===== src/rtl/multi_quad_pwm.sv =====
// N-channel quadrature decoder and edge-aligned PWM engine with a Wishbone classic
// register slave (per channel: POSITION, DUTY, PERIOD, STATUS at adr[7:4]/[3:2]).
module multi_quad_pwm #(
  parameter int NUM_CH     = 4,
  parameter int CNT_WIDTH  = 16,
  parameter int PWM_WIDTH  = 12,
  parameter int RST_PERIOD = 4095
) (
  input  logic              clk,
  input  logic              reset,
  input  logic              wbs_stb_i,
  input  logic              wbs_cyc_i,
  input  logic              wbs_we_i,
  input  logic [3:0]        wbs_sel_i,
  input  logic [31:0]       wbs_adr_i,
  input  logic [31:0]       wbs_dat_i,
  output logic              wbs_ack_o,
  output logic [31:0]       wbs_dat_o,
  input  logic [NUM_CH-1:0] enc_a,
  input  logic [NUM_CH-1:0] enc_b,
  output logic [NUM_CH-1:0] pwm_out
);

  logic [NUM_CH-1:0]    syncA1_q, syncA2_q, syncB1_q, syncB2_q;
  logic [NUM_CH-1:0]    curA_q, curB_q, prevA_q, prevB_q;
  logic [NUM_CH-1:0]    err_q, err_d, pwm_q, pwm_d;
  logic [CNT_WIDTH-1:0] pos_q [NUM_CH];
  logic [CNT_WIDTH-1:0] pos_d [NUM_CH];
  logic [PWM_WIDTH-1:0] dutySh_q [NUM_CH];
  logic [PWM_WIDTH-1:0] dutySh_d [NUM_CH];
  logic [PWM_WIDTH-1:0] periodSh_q [NUM_CH];
  logic [PWM_WIDTH-1:0] periodSh_d [NUM_CH];
  logic [PWM_WIDTH-1:0] dutyAct_q [NUM_CH];
  logic [PWM_WIDTH-1:0] dutyAct_d [NUM_CH];
  logic [PWM_WIDTH-1:0] periodAct_q [NUM_CH];
  logic [PWM_WIDTH-1:0] periodAct_d [NUM_CH];
  logic [PWM_WIDTH-1:0] pwmCnt_q [NUM_CH];
  logic [PWM_WIDTH-1:0] pwmCnt_d [NUM_CH];
  logic                 ack_q, ack_d;
  logic [31:0]          dat_q, dat_d;

  logic        req, hit, wrEn;
  logic [3:0]  chSel;
  logic [1:0]  regSel;
  logic [31:0] rdata, merged;
  logic [3:0]  trans;
  logic        stepUp, stepDn, illegal, wrap;
  logic        unusedAdrBits;

  assign unusedAdrBits = ^wbs_adr_i[1:0];

  function automatic logic [31:0] mergeBytes(input logic [31:0] oldV, input logic [31:0] newV,
                                             input logic [3:0] sel);
    logic [31:0] r;
    for (int b = 0; b < 4; b++) r[8*b +: 8] = sel[b] ? newV[8*b +: 8] : oldV[8*b +: 8];
    return r;
  endfunction

  always_comb begin
    req    = wbs_stb_i & wbs_cyc_i & ~ack_q;
    chSel  = wbs_adr_i[7:4];
    regSel = wbs_adr_i[3:2];
    hit    = (wbs_adr_i[31:8] == 24'd0) && ({1'b0, chSel} < 5'(NUM_CH));
    wrEn   = req & wbs_we_i & hit;
    rdata  = '0;
    for (int i = 0; i < NUM_CH; i++) begin
      if (hit && chSel == 4'(i)) begin
        case (regSel)
          2'd0:    rdata = 32'(signed'(pos_q[i]));
          2'd1:    rdata = 32'(dutySh_q[i]);
          2'd2:    rdata = 32'(periodSh_q[i]);
          default: rdata = {31'd0, err_q[i]};
        endcase
      end
    end
    ack_d = req;
    dat_d = (req && !wbs_we_i) ? rdata : '0;
  end

  // Register writes are ordered after the encoder step so a bus write wins, while an
  // illegal transition is applied after the W1C clear so the error flag survives.
  always_comb begin
    pos_d       = pos_q;
    dutySh_d    = dutySh_q;
    periodSh_d  = periodSh_q;
    dutyAct_d   = dutyAct_q;
    periodAct_d = periodAct_q;
    pwmCnt_d    = pwmCnt_q;
    err_d       = err_q;
    pwm_d       = pwm_q;
    trans       = '0;
    stepUp      = 1'b0;
    stepDn      = 1'b0;
    illegal     = 1'b0;
    wrap        = 1'b0;
    merged      = '0;
    for (int i = 0; i < NUM_CH; i++) begin
      trans   = {prevA_q[i], prevB_q[i], curA_q[i], curB_q[i]};
      stepUp  = (trans == 4'b0010) || (trans == 4'b1011) || (trans == 4'b1101) || (trans == 4'b0100);
      stepDn  = (trans == 4'b1000) || (trans == 4'b1110) || (trans == 4'b0111) || (trans == 4'b0001);
      illegal = (prevA_q[i] != curA_q[i]) && (prevB_q[i] != curB_q[i]);
      if (stepUp)      pos_d[i] = pos_q[i] + CNT_WIDTH'(1);
      else if (stepDn) pos_d[i] = pos_q[i] - CNT_WIDTH'(1);

      if (wrEn && chSel == 4'(i)) begin
        case (regSel)
          2'd0: begin
            merged   = mergeBytes(32'(pos_q[i]), wbs_dat_i, wbs_sel_i);
            pos_d[i] = merged[CNT_WIDTH-1:0];
          end
          2'd1: begin
            merged      = mergeBytes(32'(dutySh_q[i]), wbs_dat_i, wbs_sel_i);
            dutySh_d[i] = merged[PWM_WIDTH-1:0];
          end
          2'd2: begin
            merged        = mergeBytes(32'(periodSh_q[i]), wbs_dat_i, wbs_sel_i);
            periodSh_d[i] = merged[PWM_WIDTH-1:0];
          end
          default: if (wbs_sel_i[0] && wbs_dat_i[0]) err_d[i] = 1'b0;
        endcase
      end
      if (illegal) err_d[i] = 1'b1;

      // Shadow values only reach the comparator at the wrap, so a period never gets cut short.
      wrap = (pwmCnt_q[i] >= periodAct_q[i]);
      if (wrap) begin
        pwmCnt_d[i]    = '0;
        dutyAct_d[i]   = dutySh_q[i];
        periodAct_d[i] = periodSh_q[i];
      end else begin
        pwmCnt_d[i] = pwmCnt_q[i] + PWM_WIDTH'(1);
      end
      pwm_d[i] = (pwmCnt_q[i] < dutyAct_q[i]);
    end
  end

  always_ff @(posedge clk) begin
    if (reset) begin
      syncA1_q <= '0;
      syncA2_q <= '0;
      syncB1_q <= '0;
      syncB2_q <= '0;
      curA_q   <= '0;
      curB_q   <= '0;
      prevA_q  <= '0;
      prevB_q  <= '0;
      err_q    <= '0;
      pwm_q    <= '0;
      ack_q    <= 1'b0;
      dat_q    <= '0;
      for (int i = 0; i < NUM_CH; i++) begin
        pos_q[i]       <= '0;
        dutySh_q[i]    <= '0;
        periodSh_q[i]  <= PWM_WIDTH'(RST_PERIOD);
        dutyAct_q[i]   <= '0;
        periodAct_q[i] <= PWM_WIDTH'(RST_PERIOD);
        pwmCnt_q[i]    <= '0;
      end
    end else begin
      syncA1_q <= enc_a;
      syncA2_q <= syncA1_q;
      syncB1_q <= enc_b;
      syncB2_q <= syncB1_q;
      curA_q   <= syncA2_q;
      curB_q   <= syncB2_q;
      prevA_q  <= curA_q;
      prevB_q  <= curB_q;
      err_q    <= err_d;
      pwm_q    <= pwm_d;
      ack_q    <= ack_d;
      dat_q    <= dat_d;
      for (int i = 0; i < NUM_CH; i++) begin
        pos_q[i]       <= pos_d[i];
        dutySh_q[i]    <= dutySh_d[i];
        periodSh_q[i]  <= periodSh_d[i];
        dutyAct_q[i]   <= dutyAct_d[i];
        periodAct_q[i] <= periodAct_d[i];
        pwmCnt_q[i]    <= pwmCnt_d[i];
      end
    end
  end

  assign wbs_ack_o = ack_q;
  assign wbs_dat_o = dat_q;
  assign pwm_out   = pwm_q;

endmodule


===== config.mk =====
export PLATFORM = sky130hd
export DESIGN_NAME = multi_quad_pwm
export DESIGN_NICKNAME = d
export VERILOG_FILES = /design/src/rtl/multi_quad_pwm.sv
export SDC_FILE = /design/constraint.sdc
export NUM_CORES = 1
export LEC_CHECK = 0
export ABC_AREA = 1
export ABC_CLOCK_PERIOD_IN_PS = 2200
export CORE_AREA = 2 2 195 197
export DETAILED_ROUTE_END_ITERATION = 8
export DIE_AREA = 0 0 197 199
export PLACE_DENSITY_LB_ADDON = 0.12
export REMOVE_ABC_BUFFERS = 1
export SLEW_MARGIN = 30
export SYNTH_ARGS = -nofsm -noshare
export SYNTH_HDL_FRONTEND = slang
export SYNTH_SLANG_ARGS = --single-unit

===== constraint.sdc =====
create_clock -name clk -period 2.2 [get_ports clk]
set_clock_uncertainty 0.2 [all_clocks]
set_input_delay 0.44 -clock clk [delete_from_list [all_inputs] [get_ports clk]]
set_output_delay 0.44 -clock clk [all_outputs]
set_load 0.03 [all_outputs]

==> run metrics, run 1 <==
run status=finished with violations; failing checks=negative setup slack; first-pass GRT wire length=106000 um; Filler Cells Inserted=3380; CP max stage cell=clkdlybuf4s50_1; I/O Pins=118; final std cells w/o fill=roughly 3.8k; commonest non-fill, non-tap cell in the layout=nand2_1; Reg power frac=approximately 43%; Vias/cell=5.64; clock root buffer=clkbuf_16; worst slew pin tran=0.726 ns; Distinct cells, synth=48; WL final=roughly 68000 um; worst setup path endpoint=periodSh_q[44]; Syn Inst Count=2995; WP buf/inv=3; Worst setup SP type=input port; Die Ht=between 150 and 200 um; pwr/cell area=roughly 640 nW/um^2; CP Cell Sequence=clkdlybuf4s50_1 -> nor2_1 -> nand2_2 -> nor2_4 -> nand2_4 -> nor2_8 -> buf_4 -> nand2_4 -> nor2_4 -> buf_4 -> nand3_4 -> nand2_1 -> o211ai_1; H-tree depth=2; Synth Area in XOR/XNOR=2.25%; Critical Path Start=wbs_adr_i[10]; most frequent cells in the layout=719 x nand2_1, 410 x nor2_1, 360 x dfxtp_1; register area share after synthesis=35.7%; HP Class=in2reg; combinational fraction of design power=about an eighth; Starting Density=54.5%; Seq cells post-synth=361; Critical Path RT=2.44 ns; Syn Area/Cell=6.76 um^2; RR Endpoint=periodAct_q[47]; share of cells above drive strength 1=12.3%; Adder-Cell Fraction of Synth Area=about 6.4%; P_leak=11.8 nW; number of synthesized flops with an enable pin=0; Remaining Overflow, GRT=0; RR Startpoint=periodAct_q[47]; Synth Area in Simple Gates=31.4%; fin crit share=100%; NetSw=4.25 mW; antenna diode count=0; Crit. End Element=flop; critical path fanouts, max=8; DR iter-0 viols=1995; Tot GR Track Use=34.4%; Die Wd=between 150 and 200 um; compound-cell area share of the yosys netlist=14.5%; number of port buffers=97; R2R Setup Slk=0.11 ns; # nets final=3433; drt pass-1 iters=6; CTS tree=done; post-synthesis cell area=20200 um^2; dpl cells=3660; Max Slew Vio Count=0; Hold Fails Final Rpt=0; TritonCTS Sinks=~360; Post-DRT Antenna Nets=0; final worst slack=-0.00655 ns; Worst EP arrival=2.45 ns; Core Region=37100 um^2; clk slew on worst S/H paths=0.06 ns; vias after detailed routing=21.2k; RePlAce Congestion=0.979; Main synth FF type=dfxtp_1; clock share of power=44.5%; Hold WS=~0.2 ns; Top delay family on crit path=simple AND/OR/NAND/NOR gates; combinational family with the most area after synthesis=simple AND/OR/NAND/NOR gates; max cap viols=0; Max Fclk=0.453 GHz; largest net degree at the start of global routing=72; sw frac=26.8%; Clock Tree Buf Depth=3; area grow syn2layout=23.1%; Worst Reg-to-Reg Cells=9; kind of critical path=in2reg; Clock Latency Late Sink=0.57 ns; RSZ-0062 raised after global routing=yes; drt wl/cell=18.2 um; vias in the first global route=between 15k and 20k; critical path depth=13; num rows=71; post-DP HPWL=52400 um; Final min period=2.21 ns; Slew HR=51.1%; initial antenna violation count=1; fraction of registers with async set/reset=0%; final setup vio count=1; # DRC=0; Peak VDD IR=0.685 mV; CP peak stage delay=0.49 ns; P_int=between 10 and 15 mW; post-synthesis mux area share=0%; Num CTS Buffers=42; Die Area=39200 um^2; YS warnings=0
## registers in the layout, indices dropped and copies added (netlist names)
name	count
periodAct_q	48
syncB1_q	4
dutyAct_q	48
pwm_out	4
curB_q	4
pwmCnt_q	48
syncB2_q	4
wbs_ack_o	1
curA_q	4
prevA_q	4
pos_q	64
dutySh_q	48
err_q	4
wbs_dat_o	16
syncA2_q	4
prevB_q	4
periodSh_q	48
syncA1_q	4
## power groups by stage
stage	Sequential [mW]	Clock, mW	Combinational [mW]
floorplan	6.96	0	1.05
global placement	6.98	0	1.85
detailed placement	6.98	0	1.89
CTS	6.84	7.11	1.90
global route	6.86	7.37	2.16
finish	6.85	7.04	1.96
## layer usage
metal | up-vias | GRT usage [%] | routed length [um]
met3 | 168 | 5.44 | 5700
met1 | 9778 | 44.8 | 28800
met4 | 0 | 14.8 | 2930
met2 | 914 | 56.7 | 30900
li1 | 10306 | - | -
met5 | - | 0 | 0
## metrics by stage
stage	setup TNS [ns]	setup WS [ns]	cell area (um^2)	utilization, %	total power, mW
after floorplan	-474.55	-2.43	19600	-	8.00
after global placement	-82.49	-0.574	23100	62.1	8.83
after detailed placement	-90.48	-0.611	23100	62.1	8.87
after CTS	0	0.0000776	24400	65.8	15.9
after global routing	-0.864	-0.0793	24900	67.1	16.4
final	-0.00655	-0.00655	24900	67.1	15.8
## worst min-delay path: cells and delay by family
family / cells / cell delay, ns
buffers and inverters: 2 / 0.44
and+or+nand+nor: 1 / 0.03
## worst min-delay path by stage
stage / startpoint / to / cells past startpoint
finish: enc_b[1] / syncB1_q[1] / 3
global route: enc_b[3] / syncB1_q[3] / 3
CTS: enc_b[1] / syncB1_q[1] / 3
detailed placement: syncA2_q[1] / curA_q[1] / 2
global placement: syncA2_q[3] / curA_q[3] / 2
floorplan: syncA2_q[0] / curA_q[0] / 2
## area by class of cell
| class | instances | area (um^2) | area share [%] |
|---|---|---|---|
| clock inverter | 18 | 198 | 0.794 |
| clock buffer | 54 | 1170 | 4.69 |
| timing repair buffer | 337 | 3040 | 12.2 |
| multi-input combinational | 2141 | 11300 | 45.4 |
| inverter | 365 | 1380 | 5.55 |
| sequential | 361 | 7230 | 29.0 |
| tap | 474 | 593 | 2.38 |
## synthesized netlist by cell type, types with 7 or more instances
cell | number | area, um^2
nor2_1 | 418 | 1570
nand2_1 | 726 | 2730
nor2_4 | 7 | 78.8
nor3b_1 | 13 | 97.6
inv_1 | 357 | 1340
o211ai_1 | 121 | 908
nand3_1 | 182 | 911
buf_4 | 21 | 158
buf_1 | 11 | 41.3
dfxtp_1 | 361 | 7230
xor2_1 | 46 | 403
nand3_2 | 8 | 80.1
inv_2 | 7 | 26.3
o31ai_1 | 25 | 188
nand4_1 | 71 | 444
nor2_2 | 8 | 50.1
clkbuf_1 | 84 | 315
buf_2 | 10 | 50.1
a21oi_1 | 151 | 756
ha_1 | 104 | 1300
nor3_1 | 31 | 155
o221ai_1 | 12 | 105
o21ai_0 | 162 | 811
## what timing repair did
action,CTS,global route
hold buffers,1,0
setup endpoints to repair,46,241
resized for setup,39,82
pin swaps,0,30
endpoints found under the hold margin,3,0
buffers inserted,0,13
gates cloned,0,5
## kinds of logic after synthesis
logic type,Yosys count
fa+ha+maj,104
simple gates,1492
xor+xnor,52
flops,361
buf+inv,494
compound gates,492
Note: power is estimated with default switching activity, not from simulation.
==> run 2: changes to the inputs <==
--- a/config.mk
+++ b/config.mk
@@ -16,3 +16,4 @@
 export SYNTH_ARGS = -nofsm -noshare
 export SYNTH_HDL_FRONTEND = slang
 export SYNTH_SLANG_ARGS = --single-unit
+export TNS_END_PERCENT = 50
==> run 2 against run 1 <==
The flow now finishes without violations. Sequential share of layout area about the same. Largest cell class unchanged. Non-clock buffer count down 1. Final cell count about the same. Highest routed layer unchanged.
==> run metrics, run 2 (synthesis results as in run 1) <==
run status=completed (was finished with violations); R2R Setup Slk=0.12 ns (was 0.11 ns); RePlAce Congestion=0.979 (unchanged); fin crit share=98.8% (was 100%); TritonCTS Sinks=361 (unchanged); H-tree depth=2 (unchanged); HP Class=in2reg (unchanged); Hold WS=0.195 ns (was 0.196 ns); Vias/cell=5.65 (was 5.64); Die Area=39200 um^2 (unchanged); grt met2 use=56.7% (unchanged); # nets final=3431 (was 3433); CP Cell Sequence=clkdlybuf4s50_1 (was clkdlybuf4s50_1 -> nor2_1 -> nand2_2 -> nor2_4 -> nand2_4 -> nor2_8 -> buf_4 -> nand2_4 -> nor2_4 -> buf_4 -> nand3_4 -> nand2_1 -> o211ai_1); Core Region=37100 um^2 (unchanged); grt met1 use=44.8% (unchanged); Hold Crit Start=enc_b[1] (unchanged); CP peak stage delay=0.66 ns (was 0.49 ns); Worst Reg-to-Reg Cells=9 (unchanged); CP max stage cell=clkdlybuf4s50_1 (unchanged); first-pass GRT wire length=106000 um (unchanged); Clock Latency Late Sink=0.58 ns (was 0.57 ns); Die Wd=197 um (unchanged); drt pass-1 iters=6 (unchanged); Sequential cell area=7230 um^2 (unchanged); number of port buffers=97 (unchanged); drt wl/cell=18.2 um (about the same); Hold Fails Final Rpt=0 (unchanged); post-DP HPWL=52400 um (unchanged); antenna diode count=0 (unchanged); Peak VDD IR=0.683 mV (was 0.685 mV); commonest non-fill, non-tap cell in the layout=nand2_1 (unchanged); Top delay family on crit path=buffers and inverters (was simple AND/OR/NAND/NOR gates); critical path fanouts, max=1 (was 8); Num CTS Buffers=42 (unchanged); largest register by flop count=pos_q (unchanged); # DRC=0 (unchanged); CTS tree=done (unchanged); worst slew pin tran=0.718 ns (was 0.726 ns); RSZ-0062 raised after global routing=yes (unchanged); largest net degree at the start of global routing=72 (unchanged); Hold Path Stages=3 (unchanged); Final min period=2.17 ns (was 2.21 ns); Remaining Overflow, GRT=0 (unchanged); DR iter-0 viols=2112 (was 1995); Filler Cells Inserted=3378 (was 3380); RR Startpoint=periodAct_q[47] (unchanged); Slew HR=51.6% (was 51.1%); WL final=68300 um (was 68400 um); kind of critical path=reg2out (was in2reg); Critical Path RT=1.56 ns (was 2.44 ns); max cap viols=0 (unchanged); Max Slew Vio Count=0 (unchanged); Starting Density=54.5% (unchanged); Clock Tree Buf Depth=3 (unchanged); Largest register FFs=64 (unchanged); num rows=71 (unchanged); most frequent cells in the layout=720 x nand2_1, 410 x nor2_1, 360 x dfxtp_1 (was 719 x nand2_1, 410 x nor2_1, 360 x dfxtp_1); RR Endpoint=periodAct_q[47] (unchanged); P_leak=11.8 nW (about the same); final setup vio count=0 (was 1); Crit. End Element=primary output (was flop); initial antenna violation count=1 (unchanged); Max Fclk=0.460 GHz (was 0.453 GHz); busiest grt layer=met2 (unchanged); vias in the first global route=19.6k (unchanged); Worst setup SP type=flop (was input port); Worst EP arrival=1.53 ns (was 2.45 ns); Placement Setup Slack=-0.611 ns (unchanged); Die Ht=199 um (unchanged); share of cells above drive strength 1=12.2% (was 12.3%); Util after Layout=67.0% (was 67.1%); clk slew on worst S/H paths=0.06 ns (about the same); final worst slack=0.0265 ns (was -0.00655 ns); clock root buffer=clkbuf_16 (unchanged); I/O Pins=118 (unchanged); Tot GR Track Use=34.4% (unchanged); Post-DRT Antenna Nets=0 (unchanged); GR Layer Usage met3=5.44% (unchanged); Multi-input gate area=11300 um^2 (about the same); pwr/cell area=638 nW/um^2 (was 636 nW/um^2); area grow syn2layout=22.9% (was 23.1%); Worst Hold Endpoint=syncB1_q[1] (unchanged); vias after detailed routing=21.2k (about the same); WP buf/inv=1 (was 3)
run 2: changes by cell type in the layout (fill, tap and decap cells not counted):
cell and delta:
nand2_1 +1, buf_6 -1, nand2_2 -1, nand3_2 -1
run 2: what timing repair did:
action,CTS,global route
gates cloned,0,4
pin swaps,0,29
endpoints found under the setup margin,46,241
setup buffers,0,12
hold buffers,1,0
hold endpoints to repair,3,0
gates resized for setup,39,80
run 2: metrics by stage:
stage / power [mW] / setup TNS [ns] / std cells / cell area [um^2]
6_report: 15.9 / 0 / 3748 / 24900
5_1_grt: 16.4 / -0.490 / 3748 / 24900
4_1_cts: 15.9 / 0 / 3733 / 24400
3_5_place_dp: 8.87 / -90.48 / 3660 / 23100
3_3_place_gp: 8.83 / -82.49 / 3660 / 23100
2_1_floorplan: 8.00 / -474.55 / 2866 / 19600
run 2: power breakdown:
| group | switching, mW | internal, mW |
|---|---|---|
| Sequential | 0.169 | 6.68 |
| Combinational | 1.23 | 0.722 |
| Clock | 2.86 | 4.20 |
| Total | 4.27 | 11.6 |
run 2: layout make-up:
type	instances	share of cell area [%]
clock buffer	54	4.69
clock inverter	18	0.795
inverter	365	5.55
sequential	361	29.1
multi-input combinational	2140	45.4
timing repair buffer	336	12.2
tap	474	2.38
run 2: per-layer routing:
layer  vias to the layer above  routed length (um)
met5                         -                   0
met4                         0                3000
met3                       170                5550
met2                       934               30800
met1                      9795               28900
li1                      10293                   -
run 2: worst max-delay path by stage:
stage	startpoint	endpoint	cells after the start	slack (ns)
after global placement	wbs_adr_i[13]	wbs_dat_o[10]	12	-0.57
after floorplan	reset	pwmCnt_q[2]	3	-2.43
after detailed placement	wbs_adr_i[6]	periodSh_q[40]	11	-0.61
after global routing	wbs_adr_i[8]	pos_q[48]	14	-0.05
final	pwm_out[3]	pwm_out[3]	1	0.03
after CTS	wbs_dat_o[0]	wbs_dat_o[0]	1	0.00008
==> run 3: changes to the inputs <==
--- a/config.mk
+++ b/config.mk
@@ -6,7 +6,7 @@
 export NUM_CORES = 1
 export LEC_CHECK = 0
 export ABC_AREA = 1
-export ABC_CLOCK_PERIOD_IN_PS = 2200
+export ABC_CLOCK_PERIOD_IN_PS = 2000
 export CORE_AREA = 2 2 195 197
 export DETAILED_ROUTE_END_ITERATION = 8
 export DIE_AREA = 0 0 197 199
==> constraint.sdc (replaced) <==
create_clock -name clk -period 2 [get_ports clk]
set_clock_uncertainty 0.2 [all_clocks]
set_input_delay 0.4 -clock clk [delete_from_list [all_inputs] [get_ports clk]]
set_output_delay 0.4 -clock clk [all_outputs]
set_load 0.03 [all_outputs]
==> run 3 against run 2 <==
The run now ends with negative setup slack left. Hold slack got worse by 0.17 ns. Final cell count rose by 3.1%. Clock power rose by 16%. Core utilization rose by 6.1 points. Register-to-register slack got worse by 0.28 ns. Largest power group unchanged. Highest routed layer unchanged.
==> run metrics, run 3 (synthesis results as in run 1) <==
run status=finished with violations (was completed); failing checks=negative setup slack; Die Ht=199 um (unchanged); Max Fclk=roughly 0.46 GHz; commonest non-fill, non-tap cell in the layout=nand2_1 (unchanged); Core Region=37100 um^2 (unchanged); Post-DRT Antenna Nets=0 (unchanged); Critical Path RT=2.23 ns (was 1.56 ns); largest register by flop count=pos_q (unchanged); Layout Cell Area excl Fill=27100 um^2 (was 24900 um^2); Num CTS Buffers=42 (unchanged); Peak VDD IR=0.868 mV (was 0.683 mV); drt pass-1 iters=6 (unchanged); vias in the first global route=20.2k (was 19.6k); dpl cells=3731 (was 3660); fin crit share=108%; first-pass GRT wire length=108000 um (was 106000 um); P_leak=12.4 nW (was 11.8 nW); Tot Pwr=18.1 mW (was 15.9 mW); Max Slew Vio Count=0 (unchanged); Filler Cells Inserted=2968 (was 3378); Tot GR Track Use=35.3% (was 34.4%); worst slew pin tran=0.680 ns (was 0.718 ns); Vias/cell=5.75 (was 5.65); vias after detailed routing=22.2k (was 21.2k); initial antenna violation count=0 (was 1); max cap viols=0 (unchanged); Top delay family on crit path=buffers and inverters (unchanged); Clock Latency Late Sink=0.58 ns (about the same); WP buf/inv=3 (was 1); WL final=75500 um (was 68300 um); Final min period=2.16 ns; Hold WS=0.0293 ns (was 0.195 ns); Worst EP arrival=2.39 ns (was 1.53 ns); drt wl/cell=19.5 um (was 18.2 um); Die Wd=197 um (unchanged); # nets final=3540 (was 3431); Crit. End Element=flop (was primary output); CTS tree=done (unchanged); DR iter-0 viols=2057 (was 2112); final worst slack=-0.160 ns (was 0.0265 ns); RePlAce Congestion=1.03 (was 0.979); Worst setup SP type=flop (unchanged); final setup vio count=59 (was 0); num rows=71 (unchanged); Largest register FFs=64 (unchanged); R2R Setup Slk=-0.16 ns (was 0.12 ns); pwr/cell area=668 nW/um^2 (was 638 nW/um^2); kind of critical path=reg2reg (was reg2out); Clock Tree Buf Depth=3 (unchanged); Util after Layout=73.1% (was 67.0%); CP Cell Sequence=inv_2 -> ha_4 -> a21oi_2 -> o21ai_1 -> a21oi_2 -> buf_4 -> nand3_4 -> buf_6 -> nand2_1 -> nand3_1 (was clkdlybuf4s50_1); Remaining Overflow, GRT=0 (unchanged); Die Area=39200 um^2 (unchanged); HP Class=in2reg (unchanged); Slew HR=54.7% (was 51.6%); TritonCTS Sinks=361 (unchanged); clock root buffer=clkbuf_16 (unchanged); share of cells above drive strength 1=23.7% (was 12.2%); antenna diode count=0 (unchanged); critical path fanouts, max=7 (was 1); CP peak stage delay=0.32 ns (was 0.66 ns); most used cell, CP=a21oi_2; Starting Density=54.5% (unchanged); RSZ-0062 raised after global routing=yes (unchanged); post-DP HPWL=52800 um (was 52400 um); H-tree depth=2 (unchanged); final std cells w/o fill=3863 (was 3748); I/O Pins=118 (unchanged); clk slew on worst S/H paths=0.06 ns (about the same); most frequent cells in the layout=677 x nand2_1, 388 x nor2_1, 312 x dfxtp_1 (was 720 x nand2_1, 410 x nor2_1, 360 x dfxtp_1); largest net degree at the start of global routing=53 (was 72); area grow syn2layout=34.1% (was 22.9%); CP max stage cell=dfxtp_2 (was clkdlybuf4s50_1); Cell Area, Placed=23600 um^2 (was 23100 um^2); number of port buffers=97 (unchanged); Hold Fails Final Rpt=0 (unchanged); # DRC=0 (unchanged)
run 3: cell types whose count changed in the layout (fill, tap and decap cells not counted), sizes merged:
cell,change
clkdlybuf4s15,+1
bufinv,+2
nand2,+2
inv,-1
clkinvlp,+3
clkdlybuf4s50,-27
dlygate4sd2,+10
dlygate4sd3,-1
dlymetal6s2s,-1
clkbuf,+8
buf,+119
run 3: cell type report:
| type | instances | area (um^2) | share of cell area, % |
|---|---|---|---|
| sequential | 361 | 7300 | 26.9 |
| tap | 474 | 593 | 2.19 |
| clock buffer | 56 | 1170 | 4.33 |
| inverter | 365 | 1390 | 5.12 |
| timing repair buffer | 443 | 4000 | 14.7 |
| clock inverter | 22 | 294 | 1.08 |
| multi-input combinational | 2142 | 12400 | 45.6 |
run 3: worst paths after layout:
| check | start | endpoint | cells past startpoint |
|---|---|---|---|
| worst min-delay path | reset | wbs_ack_o | 3 |
| worst max-delay path | periodAct_q[7] | periodAct_q[0] | 10 |
| worst min register to register | syncB2_q[0] | curB_q[0] | 2 |
| worst max register to register | periodAct_q[7] | periodAct_q[0] | 10 |
run 3: worst register-to-register path: cells and delay by family, from the launching register on:
kind	cells	cell delay (ns)
buf+inv	3	0.46
compound gates	3	0.41
simple gates	3	0.41
flops	1	0.32
fa+ha+maj	1	0.21
run 3: stage by stage:
| stage | setup TNS (ns) | setup slack (ns) |
|---|---|---|
| 2_1_floorplan | -529.97 | -2.59 |
| 6_report | -4.13 | -0.160 |
| 5_1_grt | -7.92 | -0.190 |
| 3_5_place_dp | -122.71 | -0.828 |
| 3_3_place_gp | -114.79 | -0.801 |
| 4_1_cts | -0.0429 | -0.0330 |
run 3: routing by layer:
layer | track usage, % | wire length [um] | vias up
li1 | - | - | 10523
met3 | 5.00 | 6260 | 252
met5 | 0 | 0 | -
met2 | 57.7 | 34400 | 1119
met1 | 45.8 | 30600 | 10333
met4 | 17.2 | 4200 | 0
run 3: repair_timing:
action                     CTS  global route
pin swaps                   33            94
setup endpoints to repair  289           333
gates resized for setup    140           422
hold buffers                 0             0
setup buffers                6            25
cloned                       3            20
run 3: report_power, final:
group / leakage, nW / internal (mW) / total (mW) / switching (mW)
clock network: 0.718 / 4.93 / 8.22 / 3.29
logic: 8.71 / 0.895 / 2.35 / 1.46
registers: 2.93 / 7.35 / 7.54 / 0.191
